--- src/rtl/i2cm_byte.sv ---
// Byte-level I2C master sequencer: turns one host request into bit commands
// for the downstream bit engine and owns the bit-engine prescaler.
module i2cm_byte #(
    parameter int PRESC_W = 16
) (
    input  logic               clk,
    input  logic               rst,
    input  logic [PRESC_W-1:0] prescale,
    input  logic               req_valid,
    output logic               req_ready,
    input  logic               req_start,
    input  logic               req_stop,
    input  logic               req_write,
    input  logic               req_read,
    input  logic               req_ack,
    input  logic [7:0]         wdata,
    output logic               done,
    output logic [7:0]         rdata,
    output logic               ack_rx,
    output logic               err,
    output logic               bit_clk_en,
    output logic               bit_clr_n,
    output logic [4:0]         bit_cmd,
    output logic               bit_tbit,
    input  logic               bit_rbit,
    input  logic               bit_bdone,
    input  logic               bit_error
);

    localparam logic [4:0] CMD_NOP   = 5'h00;
    localparam logic [4:0] CMD_START = 5'h01;
    localparam logic [4:0] CMD_STOP  = 5'h02;
    localparam logic [4:0] CMD_WRITE = 5'h04;
    localparam logic [4:0] CMD_READ  = 5'h08;

    typedef enum logic [2:0] {
        S_IDLE, S_START, S_WBIT, S_WACK,
        S_RBIT, S_RACK, S_STOP, S_FIN
    } state_t;

    state_t state, state_nx;

    logic [PRESC_W-1:0] pcnt;
    logic [PRESC_W-1:0] pload;
    logic               accept;
    logic               r_stop, r_write, r_read, r_ack;
    logic [7:0]         shreg;
    logic [2:0]         bcnt;

    // Reload floor of 1 keeps the tick period at two or more cycles
    assign pload = (prescale > PRESC_W'(1)) ? prescale : PRESC_W'(1);

    assign accept    = req_valid && req_ready;
    assign req_ready = (state == S_IDLE) && !done;
    assign bit_clr_n = ~rst;

    function automatic state_t first_state(
        input logic s, input logic w,
        input logic r, input logic p
    );
        if (s) return S_START;
        if (w) return S_WBIT;
        if (r) return S_RBIT;
        if (p) return S_STOP;
        return S_FIN;
    endfunction

    always_ff @(posedge clk) begin
        if (rst) begin
            state <= S_IDLE;
        end else begin
            state <= state_nx;
        end
    end

    always_comb begin
        state_nx = state;
        unique case (state)
            S_IDLE:
                if (accept)
                    state_nx = first_state(req_start, req_write,
                                           req_read, req_stop);
            S_START:
                if (bit_bdone)
                    state_nx = bit_error ? S_FIN :
                        first_state(1'b0, r_write, r_read, r_stop);
            S_WBIT:
                if (bit_bdone && bcnt == 3'd0) state_nx = S_WACK;
            S_WACK:
                if (bit_bdone) state_nx = r_stop ? S_STOP : S_FIN;
            S_RBIT:
                if (bit_bdone && bcnt == 3'd0) state_nx = S_RACK;
            S_RACK:
                if (bit_bdone) state_nx = r_stop ? S_STOP : S_FIN;
            S_STOP:
                if (bit_bdone) state_nx = S_FIN;
            S_FIN:
                state_nx = S_IDLE;
            default:
                state_nx = S_IDLE;
        endcase
    end

    always_comb begin
        bit_cmd  = CMD_NOP;
        bit_tbit = 1'b1;
        unique case (state)
            S_START: bit_cmd = CMD_START;
            S_WBIT: begin
                bit_cmd  = CMD_WRITE;
                bit_tbit = shreg[7];
            end
            S_WACK:  bit_cmd = CMD_READ;
            S_RBIT:  bit_cmd = CMD_READ;
            S_RACK: begin
                bit_cmd  = CMD_WRITE;
                bit_tbit = ~r_ack;
            end
            S_STOP:  bit_cmd = CMD_STOP;
            default: bit_cmd = CMD_NOP;
        endcase
    end

    always_ff @(posedge clk) begin
        if (rst) begin
            pcnt       <= pload;
            bit_clk_en <= 1'b0;
            done       <= 1'b0;
            rdata      <= 8'h00;
            ack_rx     <= 1'b1;
            err        <= 1'b0;
            shreg      <= 8'h00;
            bcnt       <= 3'd7;
            r_stop     <= 1'b0;
            r_write    <= 1'b0;
            r_read     <= 1'b0;
            r_ack      <= 1'b0;
        end else begin
            bit_clk_en <= (pcnt == '0);
            pcnt       <= (pcnt == '0) ? pload : pcnt - PRESC_W'(1);
            done       <= (state == S_FIN);
            if (accept) begin
                r_stop  <= req_stop;
                r_write <= req_write;
                r_read  <= req_read && !req_write;
                r_ack   <= req_ack;
                shreg   <= wdata;
                err     <= 1'b0;
                bcnt    <= 3'd7;
            end
            // Bit errors during data bits are ignored: no arbitration
            if (bit_bdone) begin
                unique case (state)
                    S_START: if (bit_error) err <= 1'b1;
                    S_WBIT: begin
                        shreg <= {shreg[6:0], 1'b0};
                        bcnt  <= bcnt - 3'd1;
                    end
                    S_WACK:  ack_rx <= bit_rbit;
                    S_RBIT: begin
                        shreg <= {shreg[6:0], bit_rbit};
                        bcnt  <= bcnt - 3'd1;
                    end
                    S_RACK:  rdata <= shreg;
                    S_STOP:  err <= bit_error;
                    default: ;
                endcase
            end
        end
    end

endmodule

--- config.mk ---
export PLATFORM = sky130hd
export DESIGN_NAME = i2cm_byte
export DESIGN_NICKNAME = d
export VERILOG_FILES = /design/src/rtl/i2cm_byte.sv
export SDC_FILE = /design/constraint.sdc
export NUM_CORES = 1
export LEC_CHECK = 0
export ABC_AREA = 1
export BUFFER_PORTS_ARGS = -buffer_cell sky130_fd_sc_hd__buf_4
export CAP_MARGIN = 20
export CELL_PAD_IN_SITES_DETAIL_PLACEMENT = 1
export CELL_PAD_IN_SITES_GLOBAL_PLACEMENT = 2
export CORE_ASPECT_RATIO = 1.25
export CORE_MARGIN = 2
export CORE_UTILIZATION = 29
export DETAILED_ROUTE_END_ITERATION = 8
export HOLD_SLACK_MARGIN = 0.12
export PLACE_DENSITY_LB_ADDON = 0.1
export SYNTH_ARGS = -nofsm -noshare
export SYNTH_HDL_FRONTEND = slang
export SYNTH_SLANG_ARGS = --single-unit
export TNS_END_PERCENT = 1
--- constraint.sdc ---
create_clock -name clk -period 1.5 [get_ports clk]
set_clock_uncertainty 0.05 [all_clocks]
set_input_delay 0.15 -clock clk [delete_from_list [all_inputs] [get_ports clk]]
set_output_delay 0.15 -clock clk [all_outputs]
set_load 0.02 [all_outputs]
==> metrics, run 1 <==
outcome=complete, no violations; CTS tree=done; Net Count, Synth=about 390; Sw Ratio=39.8%; final worst-path cycle share=roughly 97%; initial antenna violation count=0; first-pass GRT wire length=12100 µm; largest area contributor in the synthesized netlist=dfxtp_1; Hold Crit Depth=5; Iter 0 DRT Violations=100; Initial DRT Pass Iterations=4; share of the synthesized area in the top cell type=37.2%; TritonCTS Sinks=46; Worst path slowest cell=dfxtp_4; Root Driver=clkbuf_8; core area=8290 µm²; crit-path max FO=6; largest buffer count on any clock path=2; ANT cells=0; Critical Path Max Stage Delay=~0.38 ns; Worst Hold Path EP=shreg[3]; Port Buf Inserts=53; Final #Nets=between 400 and 500; Vias=2491; setup repair after global routing missed its margin=true; Cell variety after synth=35; power per cell area=1360 nW/µm²; area delta synth->final=43.6%; Max Clk Rate=0.691 GHz; peak supply drop=between 500 and 600 µV; Final Setup Violations=0; Post-Syn Area per Cell=slightly above 7 µm²; Comb pwr share=44.5%; drt total wl=7100 µm; initial core utilization=between 20% and 30%; reg-to-reg startpoint=state[0]; max-slew violations=0; worst skew pair latency=about 0.31 ns; Synth Cell Area=2480 µm²; max_cap viols=0; source of the worst hold timing path=wdata[3]; final worst setup slack=0.0521 ns; CP arrival=1.25 ns; sequential power share=between 30% and 40%; sequential element share of the synthesized area=37.2%; Critical R2R Capture=shreg[2]; H-Tree Depth=2; Row Count=37; Tmin final=around 1.4 ns; CP Cell Sequence=buf_6, nand3_4, nor2_2, a21oi_1, buf_4; DR vias/cell=between 4 and 5; register-to-register setup slack=approximately 0.11 ns; DRT antenna net count=0; Crit path buffers/inverters=2; Int Power=between 2 and 3 mW; io pins=55; Area contributors post-synth=dfxtp_1, nand2_1, nand3_1; Synth Instances=349; CP required=around 1.3 ns; CTS Buf Count=5; setup tns final=0 ns; clock-pin slew on the worst setup and hold paths=~0.090 ns; # DRC=0; most frequent cells in the layout=nand2_1, buf_4, dfxtp_1, inv_1, nand3_1; GRT Residual Overflow=0; RD Place Congestion=approximately 0.77; largest net degree at the start of global routing=18; share of cells above drive strength 1=roughly 28%; Die ar.=9300 µm²; leak pwr=around 1.7 nW; crit end category=output port; post-place setup slack=-0.0409 ns; die height=~110 µm; worst reg2reg path depth=9; flops & latches, synth=46; YS warnings=0; Clk pwr share=20.4%; commonest non-fill, non-tap cell in the layout=nand2_1; Final Hold Vio Count=0; DIE WIDTH=86.6 µm; P_sw=around 1.9 mW; worst hold path class=input port to flop; critical path type=flop to output port; GRT Overall Usage=~17%; routed length per placed instance=between 10 and 15 µm; CP Launch Type=flop; vias in the first global route=between 2k and 3k; post-DP HPWL=around 5600 µm; crit-path leading delay family=flip-flops
registers in the layout, summed over array words and instances (netlist names):
name and count:
pcnt 16, rdata 8, shreg 8, r_stop 1, r_read 1, bcnt 3
ack_rx 1, bit_clk_en 1, err 1, state 3, done 1, r_ack 1
r_write 1
tightest hold or removal path, stage by stage:
cell,delay (ns)
buf_4,0.08
nand2_1,0.06
nand3_2,0.06
o211ai_2,0.07
inv_1,0.05
final cells by class:
class | instances | area, µm²
flip-flops and latches | 46 | 933
inverters | 44 | 175
fillers | 1044 | 4730
multi-input cells | 247 | 1350
clock buffers | 5 | 68.8
clock inverters | 3 | 48.8
well taps | 97 | 121
repair buffers | 101 | 863
what timing repair did:
action,CTS,global route
pin swaps,1,5
buffers inserted,0,2
resized for setup,9,21
gates cloned,0,1
endpoints found under the hold margin,30,0
setup endpoints to repair,12,33
hold buffers,27,0
routing by layer:
layer  GRT usage [%]  part of all wire (%)  up-vias
li1                -                     -     1313
met1            19.4                    44     1129
met2            30.7                    52       44
met3            2.61                   2.7        5
met4            4.35                   1.2        0
met5               0                     0        -
metrics by stage:
| step | total power [mW] | hold WS (ns) | utilization, % | std cells | area (µm²) |
|---|---|---|---|---|---|
| after floorplan | 3.02 | 0.213 | - | 349 | 2480 |
| after global placement | 3.64 | 0.315 | 36.8 | 506 | 3050 |
| after detailed placement | 3.67 | 0.317 | 36.8 | 506 | 3050 |
| after CTS | 4.77 | 0.129 | 41.7 | 540 | 3460 |
| after global routing | 5.24 | 0.146 | 42.9 | 543 | 3560 |
| final | 4.85 | 0.138 | 42.9 | 543 | 3560 |
kinds of logic (layout without fill, tap and decap cells):
group                    Yosys count  after routing  share of synthesized area, %
AND/OR/NAND/NOR                  173            173                          32.1
AO/OA/AOI/OAI                     58             58                          13.9
buffers and inverters             56            153                          10.7
flip-flops                        46             46                          37.2
XOR/XNOR                          11             11                          3.89
adder cells (fa/ha/maj)            4              4                          2.02
other                              1              1                         0.151
cells in the mapped netlist:
library cell / count
nand2_1: 83
dfxtp_1: 46
inv_1: 37
nand3_1: 32
nor2_1: 31
o21ai_0: 18
a21oi_1: 17
o21ai_1: 8
xor2_1: 7
inv_2: 6
o211ai_1: 6
buf_6: 5
nand4_1: 5
nor2_2: 5
buf_4: 4
ha_1: 4
nand2_2: 4
xnor2_1: 4
clkbuf_1: 3
nand3_2: 3
nor3_1: 3
o211ai_2: 3
a21oi_2: 2
nand2_4: 2
a31oi_1: 1
conb_1: 1
inv_4: 1
nand3_4: 1
nand3b_1: 1
nor2_4: 1
nor3_2: 1
o21ai_2: 1
o21bai_1: 1
o22ai_1: 1
or2_2: 1
how the worst max path moves through the flow:
stage,from,to,slack [ns],cells past startpoint
6_report,state[1],bit_tbit,0.05,5
5_1_grt,state[1],bit_tbit,-0.03,5
4_1_cts,state[1],bit_cmd[3],0.004,5
3_5_place_dp,state[2],bcnt[0],-0.04,7
3_3_place_gp,state[0],state[1],0.002,8
2_1_floorplan,state[1],state[2],0.14,7
power groups by stage:
stage / Sequential (mW) / Combinational (mW) / Clock (mW)
after floorplan: 1.61 / 1.41 / 0
after global placement: 1.68 / 1.96 / 0
after detailed placement: 1.69 / 1.98 / 0
after CTS: 1.69 / 2.05 / 1.03
after global routing: 1.74 / 2.43 / 1.07
final: 1.70 / 2.16 / 0.989
(Power assumes the default switching activity.)
==> inputs of run 2 (changes only) <==
GPL_ROUTABILITY_DRIVEN = 0   (was not set)
HOLD_SLACK_MARGIN = 0.15   (was 0.12)
==> run 2 against run 1 <==
  * Sequential power about the same
  * Core utilization increased by 0.36 points
  * Sequential share of layout area decreased by 0.22 points
  * Global-route usage about the same
  * Register-to-register slack about the same
  * Combinational power about the same
  * Critical path depth unchanged
  * Final area increased by 0.84%
  * Non-clock buffer count increased by 3
  * Largest power group unchanged
==> metrics, run 2 (synthesized netlist as in run 1, its figures left out) <==
Largest Register=pcnt; register-to-register setup slack=between 0.1 and 0.15 ns; reg-to-reg startpoint=state[0]; sequential power share=around a third; CP Launch Type=flop; Die ar.=around 9300 µm²; Root Driver=clkbuf_8; Cells after DPL=506; CTS Buf Count=5; GRT Residual Overflow=0; crit end category=output port; # DRC=0; Vias=2498; Critical R2R Capture=shreg[2]; P_sw=1.93 mW; leak pwr=1.68 nW; Worst path slowest cell=dfxtp_4; die height=107 µm; Max Clk Rate=0.691 GHz; CP required=1.30 ns; max-slew violations=0; routed length per placed instance=around 13 µm; TritonCTS Sinks=46; ANT cells=0; register area=933 µm²; worst reg2reg path depth=9; worst hold path class=input port to flop; Sw Ratio=between 30% and 40%; Int Power=around 2.9 mW; first-pass GRT wire length=approximately 12000 µm; Critical Path Max Stage Delay=0.40 ns; DR vias/cell=about 4.6; CP arrival=1.25 ns; share of cells above drive strength 1=between 20% and 30%; Hold Crit Depth=5; Initial DRT Pass Iterations=4; Iter 0 DRT Violations=about 100; CP dominant cell by count=buf_6; Row Count=37; Placed Area=between 3000 and 4000 µm²; DIE WIDTH=86.6 µm; GRT Overall Usage=16.6%; biggest regs=pcnt: 16 flops, rdata: 8 flops, shreg: 8 flops; post-DP HPWL=about 5600 µm; crit-path max FO=6; vias in the first global route=around 2.6k; Tmin final=roughly 1.4 ns; H-Tree Depth=2; Final #Nets=487; initial core utilization=about 30%; drt total wl=roughly 7000 µm; outcome=complete, no violations; area delta synth->final=44.8%; critical path type=flop to output port; clock-pin slew on the worst setup and hold paths=~0.10 ns; commonest non-fill, non-tap cell in the layout=nand2_1; setup repair after global routing missed its margin=true; CP Cell Sequence=buf_6, nand3_2, buf_4, nand2_1, buf_6; Comb pwr share=~45%; Finished Cell Area=approximately 3600 µm²; Final Hold Vio Count=0; worst skew pair latency=0.31 ns; final worst-path cycle share=between 90 and 100%; Port Buf Inserts=53; core area=8290 µm²; initial antenna violation count=0; max_cap viols=0; largest net degree at the start of global routing=18; area taken by multi-input logic gates=roughly 1300 µm²; Worst Hold Path EP=shreg[0]; Non-Filler Instances=around 550; Clk pwr share=20.5%; crit-path leading delay family=flip-flops; largest buffer count on any clock path=2; source of the worst hold timing path=wdata[0]; CTS tree=done; DRT antenna net count=0; Final Setup Violations=0; Largest register FFs=16; most frequent cells in the layout=nand2_1, buf_4, dfxtp_1, inv_1; Crit path buffers/inverters=3; io pins=55; peak supply drop=about 540 µV; FILL cells=approximately 1.0k; power per cell area=between 1000 and 1500 nW/µm²
==> run 2: cell types whose count changed in the layout (fill, tap and decap cells not counted), sizes merged <==
cell / before / now
dlygate4sd3: 27 / 30
==> run 2: cell type report <==
type	count	area share (%)
Clock buffer	5	1.92
Clock inverter	3	1.36
Inverter	44	4.88
Multi-Input combinational cell	247	37.5
Sequential cell	46	26.0
Tap cell	97	3.38
Timing Repair Buffer	104	24.9
==> run 2: worst max path at each step <==
| stage | startpoint | endpoint | slack, ns | depth (start not counted) |
|---|---|---|---|---|
| after floorplan | state[1] | state[2] | 0.14 | 7 |
| after global placement | state[0] | state[1] | 0.002 | 8 |
| after detailed placement | state[2] | bcnt[0] | -0.04 | 7 |
| after CTS | state[1] | bit_cmd[3] | 0.004 | 5 |
| after global routing | state[1] | bit_tbit | -0.03 | 5 |
| final | state[1] | bit_cmd[3] | 0.05 | 5 |
==> run 2: per-stage QoR <==
stage	total power [mW]	utilization (%)	worst slack [ns]	TNS (ns)	hold WS, ns
2_1_floorplan	3.02	-	0.137	0	0.213
3_3_place_gp	3.64	36.8	0.00185	0	0.315
3_5_place_dp	3.67	36.8	-0.0409	-0.0728	0.317
4_1_cts	4.77	42.1	0.00355	0	0.151
5_1_grt	5.25	43.3	-0.0331	-0.245	0.173
6_report	4.85	43.3	0.0526	0	0.151
==> run 2: power by group through the flow <==
stage	sequential [mW]	combinational, mW	clock [mW]
after floorplan	1.61	1.41	0
after detailed placement	1.69	1.98	0
after CTS	1.69	2.06	1.03
after global placement	1.68	1.96	0
after global routing	1.74	2.44	1.07
final	1.70	2.16	0.995
==> run 2: layer usage <==
layer,global-route usage (%),part of all wire (%)
met1,19.5,44
met2,30.7,52
met3,2.61,2.8
met4,4.35,1.2
met5,0,0
==> run 2: worst reg2reg max path: cells and delay by family, from the launching register on <==
kind | cells | cell delay (ns)
buffers and inverters | 3 | 0.31
AOI/OAI and AO/OA | 1 | 0.09
and+or+nand+nor | 5 | 0.45
DFF | 1 | 0.40
==> run 2: what timing repair did <==
item | in CTS | in global routing
setup buffers | 0 | 2
endpoints found under the setup margin | 12 | 32
endpoints found under the hold margin | 33 | 0
resized for setup | 9 | 21
cloned | 0 | 1
pin swaps | 1 | 5
hold buffers | 30 | 0
